==> src/rtl/if_prefetch_queue.sv <==
`default_nettype none
// ============================================================================
// Module      : if_prefetch_queue
// Description : Instruction-fetch front end with a DEPTH-entry prefetch
//               buffer. Issues in-order word fetches to instruction memory,
//               pairs returning words with their PC, and hands them to decode
//               over a valid/ready port. An EX redirect flushes the buffer,
//               retargets fetch, and arranges for in-flight responses to be
//               discarded.
// Ports       : clk, rst_n                      - clock, async active-low reset
//               redirect_i, redirect_pc_i       - EX redirect and its target
//               imem_req_valid_o/ready_i/addr_o - fetch request channel
//               imem_rsp_valid_i/data_i         - in-order fetch responses
//               inst_valid_o/ready_i            - decode handshake
//               inst_o, pc_o, pc_plus4_o        - head instruction and its PC
//               count_o                         - allocated entries
// Revision    : 1.0 - initial release
// ============================================================================
module if_prefetch_queue #(
    parameter int              XLEN     = 32,
    parameter int              DEPTH    = 4,
    parameter logic [XLEN-1:0] RESET_PC = '0
) (
    input  logic                       clk,
    input  logic                       rst_n,
    input  logic                       redirect_i,
    input  logic [XLEN-1:0]            redirect_pc_i,
    output logic                       imem_req_valid_o,
    input  logic                       imem_req_ready_i,
    output logic [XLEN-1:0]            imem_req_addr_o,
    input  logic                       imem_rsp_valid_i,
    input  logic [31:0]                imem_rsp_data_i,
    output logic                       inst_valid_o,
    input  logic                       inst_ready_i,
    output logic [31:0]                inst_o,
    output logic [XLEN-1:0]            pc_o,
    output logic [XLEN-1:0]            pc_plus4_o,
    output logic [$clog2(DEPTH):0]     count_o
);

    localparam int                 c_ptr_w   = $clog2(DEPTH);
    localparam int                 c_cnt_w   = c_ptr_w + 1;
    localparam logic [c_ptr_w-1:0] c_ptr_one = c_ptr_w'(1);
    localparam logic [c_cnt_w:0]   c_depth   = (c_cnt_w + 1)'(DEPTH);

    // Registered state
    logic [XLEN-1:0]    fetch_pc_q,   fetch_pc_d;
    logic [c_ptr_w-1:0] head_q,       head_d;
    logic [c_ptr_w-1:0] tail_q,       tail_d;
    logic [c_ptr_w-1:0] fill_ptr_q,   fill_ptr_d;   // oldest unfilled entry
    logic [c_cnt_w-1:0] count_q,      count_d;
    logic [c_cnt_w-1:0] unfilled_q,   unfilled_d;   // allocated, awaiting data
    logic [c_cnt_w-1:0] drop_cnt_q,   drop_cnt_d;   // responses still to discard
    logic [XLEN-1:0]    ent_pc_q     [DEPTH];
    logic [XLEN-1:0]    ent_pc_d     [DEPTH];
    logic [31:0]        ent_inst_q   [DEPTH];
    logic [31:0]        ent_inst_d   [DEPTH];
    logic [DEPTH-1:0]   ent_filled_q, ent_filled_d;

    // Combinational control
    logic               w_credit_ok;
    logic               w_alloc;
    logic               w_pop;
    logic               w_fill;
    logic               w_drop;
    logic [c_cnt_w:0]   w_drop_sum;

    // Every outstanding request owns either a buffer entry or a drop credit,
    // so count + drop_cnt bounds the responses that can still arrive.
    assign w_credit_ok      = ({1'b0, count_q} + {1'b0, drop_cnt_q}) < c_depth;
    assign imem_req_valid_o = !redirect_i && w_credit_ok;
    assign imem_req_addr_o  = fetch_pc_q;
    assign w_alloc          = imem_req_valid_o && imem_req_ready_i;

    assign inst_valid_o = (count_q != '0) && ent_filled_q[head_q] && !redirect_i;
    assign w_pop        = inst_valid_o && inst_ready_i;
    assign inst_o       = ent_inst_q[head_q];
    assign pc_o         = ent_pc_q[head_q];
    assign pc_plus4_o   = pc_o + XLEN'(4);
    assign count_o      = count_q;

    assign w_fill = imem_rsp_valid_i && !redirect_i && (drop_cnt_q == '0)
                    && (unfilled_q != '0);
    assign w_drop = imem_rsp_valid_i && !redirect_i && (drop_cnt_q != '0);

    // On redirect every unfilled entry becomes a response to throw away; a
    // response arriving in the redirect cycle itself is discarded at once.
    always_comb begin
        w_drop_sum = {1'b0, drop_cnt_q} + {1'b0, unfilled_q};
        if (imem_rsp_valid_i && (w_drop_sum != '0)) begin
            w_drop_sum = w_drop_sum - (c_cnt_w + 1)'(1);
        end
    end

    always_comb begin
        fetch_pc_d   = fetch_pc_q;
        head_d       = head_q;
        tail_d       = tail_q;
        fill_ptr_d   = fill_ptr_q;
        count_d      = count_q;
        unfilled_d   = unfilled_q;
        drop_cnt_d   = drop_cnt_q;
        ent_pc_d     = ent_pc_q;
        ent_inst_d   = ent_inst_q;
        ent_filled_d = ent_filled_q;

        if (redirect_i) begin
            fetch_pc_d = redirect_pc_i;
            head_d     = tail_q;
            fill_ptr_d = tail_q;
            count_d    = '0;
            unfilled_d = '0;
            drop_cnt_d = w_drop_sum[c_cnt_w-1:0];
        end else begin
            if (w_alloc) begin
                ent_pc_d[tail_q]     = fetch_pc_q;
                ent_filled_d[tail_q] = 1'b0;
                tail_d               = tail_q + c_ptr_one;
                fetch_pc_d           = fetch_pc_q + XLEN'(4);
            end
            // fill_ptr never equals tail while an allocate is possible, so
            // the two writes above and below cannot hit the same entry.
            if (w_fill) begin
                ent_inst_d[fill_ptr_q]   = imem_rsp_data_i;
                ent_filled_d[fill_ptr_q] = 1'b1;
                fill_ptr_d               = fill_ptr_q + c_ptr_one;
            end
            if (w_drop) begin
                drop_cnt_d = drop_cnt_q - c_cnt_w'(1);
            end
            if (w_pop) begin
                head_d = head_q + c_ptr_one;
            end
            count_d    = count_q + c_cnt_w'(w_alloc) - c_cnt_w'(w_pop);
            unfilled_d = unfilled_q + c_cnt_w'(w_alloc) - c_cnt_w'(w_fill);
        end
    end

    always_ff @(posedge clk or negedge rst_n) begin
        if (!rst_n) begin
            fetch_pc_q   <= RESET_PC;
            head_q       <= '0;
            tail_q       <= '0;
            fill_ptr_q   <= '0;
            count_q      <= '0;
            unfilled_q   <= '0;
            drop_cnt_q   <= '0;
            ent_filled_q <= '0;
            for (int i = 0; i < DEPTH; i++) begin
                ent_pc_q[i]   <= '0;
                ent_inst_q[i] <= '0;
            end
        end else begin
            fetch_pc_q   <= fetch_pc_d;
            head_q       <= head_d;
            tail_q       <= tail_d;
            fill_ptr_q   <= fill_ptr_d;
            count_q      <= count_d;
            unfilled_q   <= unfilled_d;
            drop_cnt_q   <= drop_cnt_d;
            ent_filled_q <= ent_filled_d;
            ent_pc_q     <= ent_pc_d;
            ent_inst_q   <= ent_inst_d;
        end
    end

`ifndef SYNTHESIS
    // A response with nothing waiting for it and nothing to discard means
    // the memory broke the one-response-per-request contract.
    always @(posedge clk) begin
        if (rst_n && imem_rsp_valid_i) begin
            assert ((unfilled_q != '0) || (drop_cnt_q != '0))
                else $error("if_prefetch_queue: unexpected imem response");
        end
    end
`endif

endmodule
`default_nettype wire

==> config.mk <==
export PLATFORM = sky130hd
export DESIGN_NAME = if_prefetch_queue
export DESIGN_NICKNAME = d
export VERILOG_FILES = /design/src/rtl/if_prefetch_queue.sv
export SDC_FILE = /design/constraint.sdc
export NUM_CORES = 1
export LEC_CHECK = 0
export BUFFER_PORTS_ARGS = -buffer_cell sky130_fd_sc_hd__clkbuf_2
export CAP_MARGIN = 15
export CORE_MARGIN = 2
export CORE_UTILIZATION = 52
export DETAILED_ROUTE_END_ITERATION = 8
export PLACE_DENSITY = 0.8
export SYNTH_ARGS = -nofsm -noshare
export SYNTH_HDL_FRONTEND = slang
export SYNTH_SLANG_ARGS = --single-unit
==> constraint.sdc <==
create_clock -name clk -period 2.9 [get_ports clk]
set_clock_uncertainty 0.15 [all_clocks]
set_input_delay 0.29 -clock clk [delete_from_list [all_inputs] [get_ports clk]]
set_output_delay 0.29 -clock clk [all_outputs]
set_load 0.05 [all_outputs]
==> flow_summary.html <==
<table>
<tr><th>Metric</th><th>Value</th></tr>
<tr><th colspan="2">Outcome</th></tr>
<tr><td>Status</td><td>complete, but fails checks</td></tr>
<tr><td>Failing checks</td><td>setup timing</td></tr>
<tr><th colspan="2">Clocking</th></tr>
<tr><td>CTS sink count</td><td>307</td></tr>
<tr><td>Number of H-tree levels</td><td>2</td></tr>
<tr><td>Clock insertion delay at the later pin of the skew report</td><td>510 ps</td></tr>
<tr><td>Master cell of the clock root buffer</td><td>sky130_fd_sc_hd__clkbuf_16</td></tr>
<tr><td>Clock-pin slew on the worst setup and hold paths</td><td>50 ps</td></tr>
<tr><td>Largest buffer count on any clock path</td><td>3</td></tr>
<tr><td>Number of buffers added by the clock tree synthesis step</td><td>35</td></tr>
<tr><td>CTS tree</td><td>yes</td></tr>
<tr><th colspan="2">Placed design</th></tr>
<tr><td>Number of I/O port buffers</td><td>202</td></tr>
<tr><td>Placed standard-cell area</td><td>16910 um^2</td></tr>
<tr><td>Estimated wirelength of the detail-placed design</td><td>23200 um</td></tr>
<tr><td>RD Place Congestion</td><td>0.8189</td></tr>
<tr><th colspan="2">Routing</th></tr>
<tr><td>Detailed Routing Iterations Pass 1</td><td>7</td></tr>
<tr><td>Detailed-route vias per instance</td><td>5.733</td></tr>
<tr><td>Total number of vias</td><td>10.47k</td></tr>
<tr><td>Initial drt markers</td><td>758</td></tr>
<tr><td>DRC violation count after routing</td><td>0</td></tr>
<tr><td>Number of routed nets with antenna violations</td><td>0</td></tr>
<tr><td>Final routed wire length divided by cell count</td><td>21.07 um</td></tr>
<tr><td>Routed WL</td><td>38470 um</td></tr>
<tr><th colspan="2">Floorplan</th></tr>
<tr><td>Placeable core region</td><td>27780 um^2</td></tr>
<tr><td>Overall die width</td><td>172.2 um</td></tr>
<tr><td>Placement Rows</td><td>61</td></tr>
<tr><td>DIE AREA</td><td>29640 um^2</td></tr>
<tr><td>Height of the die</td><td>172.2 um</td></tr>
<tr><td>Starting density of the core</td><td>52.92%</td></tr>
<tr><td>Top Ports</td><td>203</td></tr>
<tr><th colspan="2">Power and ir drop</th></tr>
<tr><td>Power density relative to cell area</td><td>1100 nW/um^2</td></tr>
<tr><td>Post-route total power</td><td>21510 uW</td></tr>
<tr><td>Leakage Power</td><td>0.009430 uW</td></tr>
<tr><td>Max IR drop VDD</td><td>0.0007889 V</td></tr>
<tr><th colspan="2">STA</th></tr>
<tr><td>Slew Limit Fails</td><td>0</td></tr>
<tr><td>Number of hold violations in the final report</td><td>0</td></tr>
<tr><td>Transition at the pin with the smallest max-transition slack</td><td>679.0 ps</td></tr>
<tr><td>Setup repair after global routing missed its margin</td><td>yes</td></tr>
<tr><td>Number of setup violations in the final report</td><td>24</td></tr>
<tr><td>Share of the cycle needed by the critical path after routing</td><td>121.7%</td></tr>
<tr><td>WHS</td><td>36.39 ps</td></tr>
<tr><td>Relative slew margins</td><td>54.74%</td></tr>
<tr><td>Fmax</td><td>283.3 MHz</td></tr>
<tr><td>Minimum clock period</td><td>3529 ps</td></tr>
<tr><td>Final worst-path setup slack</td><td>-629.3 ps</td></tr>
<tr><td>Sum Neg Setup Slack</td><td>-9172 ps</td></tr>
<tr><th colspan="2">Min path</th></tr>
<tr><td>Hold path depth</td><td>4</td></tr>
<tr><td>Startpoint of the worst hold path</td><td>redirect_pc_i[26]</td></tr>
<tr><td>Worst-case hold path end point</td><td>imem_req_addr_o[26]</td></tr>
<tr><td>Class of the most critical hold timing path</td><td>primary input to flop</td></tr>
<tr><th colspan="2">Worst setup path</th></tr>
<tr><td>Crit path DAT</td><td>3090 ps</td></tr>
<tr><td>Startpoint class of the critical path</td><td>flop</td></tr>
<tr><td>Cell count of the worst reg-to-reg path</td><td>10</td></tr>
<tr><td>Worst path required time</td><td>2460 ps</td></tr>
<tr><td>Launch point of the critical path</td><td>head_q[0]</td></tr>
<tr><td>Worst-path maximum fanout</td><td>5</td></tr>
<tr><td>Element type at the critical path end</td><td>output port</td></tr>
<tr><td>Kind of critical path</td><td>flop to output port</td></tr>
<tr><td>Terminus of the critical flop-to-flop path</td><td>count_o[2]</td></tr>
<tr><td>Beginning of the worst register-to-register path</td><td>head_q[0]</td></tr>
<tr><td>FF-to-FF setup slack</td><td>120 ps</td></tr>
<tr><th colspan="2">Final layout</th></tr>
<tr><td>Cell area after layout</td><td>19550 um^2</td></tr>
<tr><td>Most common library cell in the layout ignoring fill and taps</td><td>sky130_fd_sc_hd__dfrtp_1</td></tr>
<tr><td>Most used cells in the layout excluding fill and tap cells</td><td>sky130_fd_sc_hd__dfrtp_1, sky130_fd_sc_hd__mux2_2, sky130_fd_sc_hd__clkbuf_2</td></tr>
<tr><td>FF+latch area</td><td>7690 um^2</td></tr>
<tr><td>Utilization after layout</td><td>70.38%</td></tr>
<tr><td>Layout overhead on the synthesized area</td><td>32.98%</td></tr>
<tr><td>Number of nets in the finished design</td><td>1514</td></tr>
<tr><td>Filler instances</td><td>1781</td></tr>
<tr><td>Layout cells sized above 1</td><td>50.48%</td></tr>
<tr><td>Multi-input gate area</td><td>7229 um^2</td></tr>
<tr><th colspan="2">Synthesis</th></tr>
<tr><td>Number of instances in the synthesized netlist</td><td>1084</td></tr>
<tr><td>Post-synth design cell area</td><td>14700 um^2</td></tr>
<tr><td>Mean instance size in the synthesized netlist</td><td>13.56 um^2</td></tr>
<tr><td>Proportion of synthesized chip area in sequential cells</td><td>52.25%</td></tr>
<tr><td>Number of storage elements in the synthesis netlist</td><td>307</td></tr>
<tr><td>Mapped Nets</td><td>1179</td></tr>
<tr><td>Number of flops mapped to enable cells by yosys</td><td>0</td></tr>
<tr><td>Most used flip-flop cell after synthesis</td><td>sky130_fd_sc_hd__dfrtp_1</td></tr>
<tr><td>Library cells used by synthesis</td><td>57</td></tr>
<tr><td>Yosys warns</td><td>0</td></tr>
<tr><td>Async set-reset flop share out of synthesis</td><td>100.0%</td></tr>
<tr><th colspan="2">Global routing</th></tr>
<tr><td>Number of global-route vias before repair</td><td>11.08k</td></tr>
<tr><td>Global-route wire length before repair</td><td>59330 um</td></tr>
<tr><td>GRT Resource Usage Total</td><td>25.67%</td></tr>
<tr><td>Antenna violations before repair</td><td>2</td></tr>
<tr><td>GRT overflow</td><td>0</td></tr>
<tr><td>Maximum number of pins on one net before global-route repair</td><td>82</td></tr>
<tr><th colspan="2">Flow run</th></tr>
<tr><td>Reported max-cap violation count</td><td>0</td></tr>
</table>
## worst max-delay path, stage by stage (launching register included)
cell                      delay (ps)
sky130_fd_sc_hd__dfrtp_4         540
sky130_fd_sc_hd__buf_4           160
sky130_fd_sc_hd__mux4_2          390
sky130_fd_sc_hd__ha_4            180
sky130_fd_sc_hd__nand4_4         150
sky130_fd_sc_hd__nor4_4          300
sky130_fd_sc_hd__buf_6           180
sky130_fd_sc_hd__nand4_1         230
sky130_fd_sc_hd__xnor2_4         280
sky130_fd_sc_hd__buf_8           170
## report_power, final
group          total [uW]  leakage [uW]  internal (uW)  switching (uW)
sequential           6300       0.00404           5470             827
combinational       10800       0.00481           4390            6370
clock                4440      0.000583           2700            1750
## cell families after synthesis
family | share of synthesized area (%)
XOR/XNOR | 2.859
buffers and inverters | 2.859
AND/OR/NAND/NOR | 7.455
AO/OA/AOI/OAI | 4.000
flip-flops | 52.25
multiplexers | 28.30
adder cells (fa/ha/maj) | 2.281
## what timing repair did
item	in CTS	in global routing
buffers inserted	16	19
pin swaps	13	15
hold buffers	65	0
setup endpoints to repair	30	44
hold endpoints to repair	235	0
gates resized for setup	77	52
gates cloned	1	0
## final cells by class
cell class | instances | share of cell area (%)
Antenna cell | 2 | 0.02560
Multi-Input combinational cell | 685 | 36.97
Sequential cell | 307 | 39.33
Timing Repair Buffer | 364 | 14.68
Clock inverter | 13 | 0.6911
Tap cell | 378 | 2.419
Clock buffer | 51 | 5.356
Inverter | 26 | 0.5247
## stage by stage
| stage | setup slack [ps] | instances |
|---|---|---|
| detailed placement | -66.09 | 1660 |
| global route | -700.4 | 1825 |
| floorplan | -142.9 | 1084 |
| global placement | -28.82 | 1660 |
| finish | -629.3 | 1826 |
| CTS | -426.6 | 1806 |
## per-layer routing
metal,GRT usage [%],vias up,wire [um]
met3,5.493,72,2394
met2,43.60,390,19850
li1,-,4621,-
met1,32.91,5385,15180
met5,0,-,0
met4,8.842,0,1042
## flip-flops by register name (all words and copies together) (netlist names)
signal           count
count_o              3
drop_cnt_q           3
ent_filled_q         4
ent_inst_q         128
ent_pc_q           128
fill_ptr_q           2
head_q               2
imem_req_addr_o     32
tail_q               2
unfilled_q           3
## worst max-delay path by stage
stage | end | cells after the start
finish | pc_plus4_o[22] | 9
global route | pc_plus4_o[22] | 9
CTS | pc_plus4_o[31] | 8
detailed placement | pc_plus4_o[22] | 8
global placement | pc_plus4_o[22] | 8
floorplan | pc_plus4_o[26] | 7
## Yosys cell counts (3+ instances only)
| cell | n | area, um^2 |
|---|---|---|
| sky130_fd_sc_hd__a31oi_1 | 5 | 31.28 |
| sky130_fd_sc_hd__clkbuf_1 | 28 | 105.1 |
| sky130_fd_sc_hd__nor2b_1 | 3 | 18.77 |
| sky130_fd_sc_hd__xor2_1 | 13 | 113.9 |
| sky130_fd_sc_hd__buf_1 | 15 | 56.30 |
| sky130_fd_sc_hd__mux2_2 | 235 | 2646 |
| sky130_fd_sc_hd__a41oi_1 | 4 | 35.03 |
| sky130_fd_sc_hd__fa_1 | 3 | 60.06 |
| sky130_fd_sc_hd__and3_1 | 8 | 50.05 |
| sky130_fd_sc_hd__ha_1 | 22 | 275.3 |
| sky130_fd_sc_hd__nand2_1 | 96 | 360.4 |
| sky130_fd_sc_hd__nand3_1 | 28 | 140.1 |
| sky130_fd_sc_hd__xnor2_1 | 35 | 306.5 |
| sky130_fd_sc_hd__and2_1 | 8 | 50.05 |
| sky130_fd_sc_hd__nand2b_1 | 4 | 25.02 |
| sky130_fd_sc_hd__o211ai_1 | 6 | 45.04 |
| sky130_fd_sc_hd__o311ai_0 | 7 | 61.31 |
| sky130_fd_sc_hd__mux4_1 | 8 | 210.2 |
| sky130_fd_sc_hd__nor3_1 | 8 | 40.04 |
| sky130_fd_sc_hd__dfrtp_1 | 307 | 7682 |
| sky130_fd_sc_hd__buf_4 | 4 | 30.03 |
| sky130_fd_sc_hd__o21ai_0 | 51 | 255.2 |
| sky130_fd_sc_hd__nand4_2 | 3 | 37.54 |
| sky130_fd_sc_hd__nor2_1 | 25 | 93.84 |
| sky130_fd_sc_hd__nor4_1 | 3 | 18.77 |
| sky130_fd_sc_hd__inv_1 | 24 | 90.09 |
| sky130_fd_sc_hd__a21oi_1 | 11 | 55.05 |
| sky130_fd_sc_hd__buf_2 | 14 | 70.07 |
| sky130_fd_sc_hd__mux4_2 | 57 | 1284 |
| sky130_fd_sc_hd__nand4_1 | 12 | 75.07 |
No activity file was read; power rests on OpenSTA's default activity.
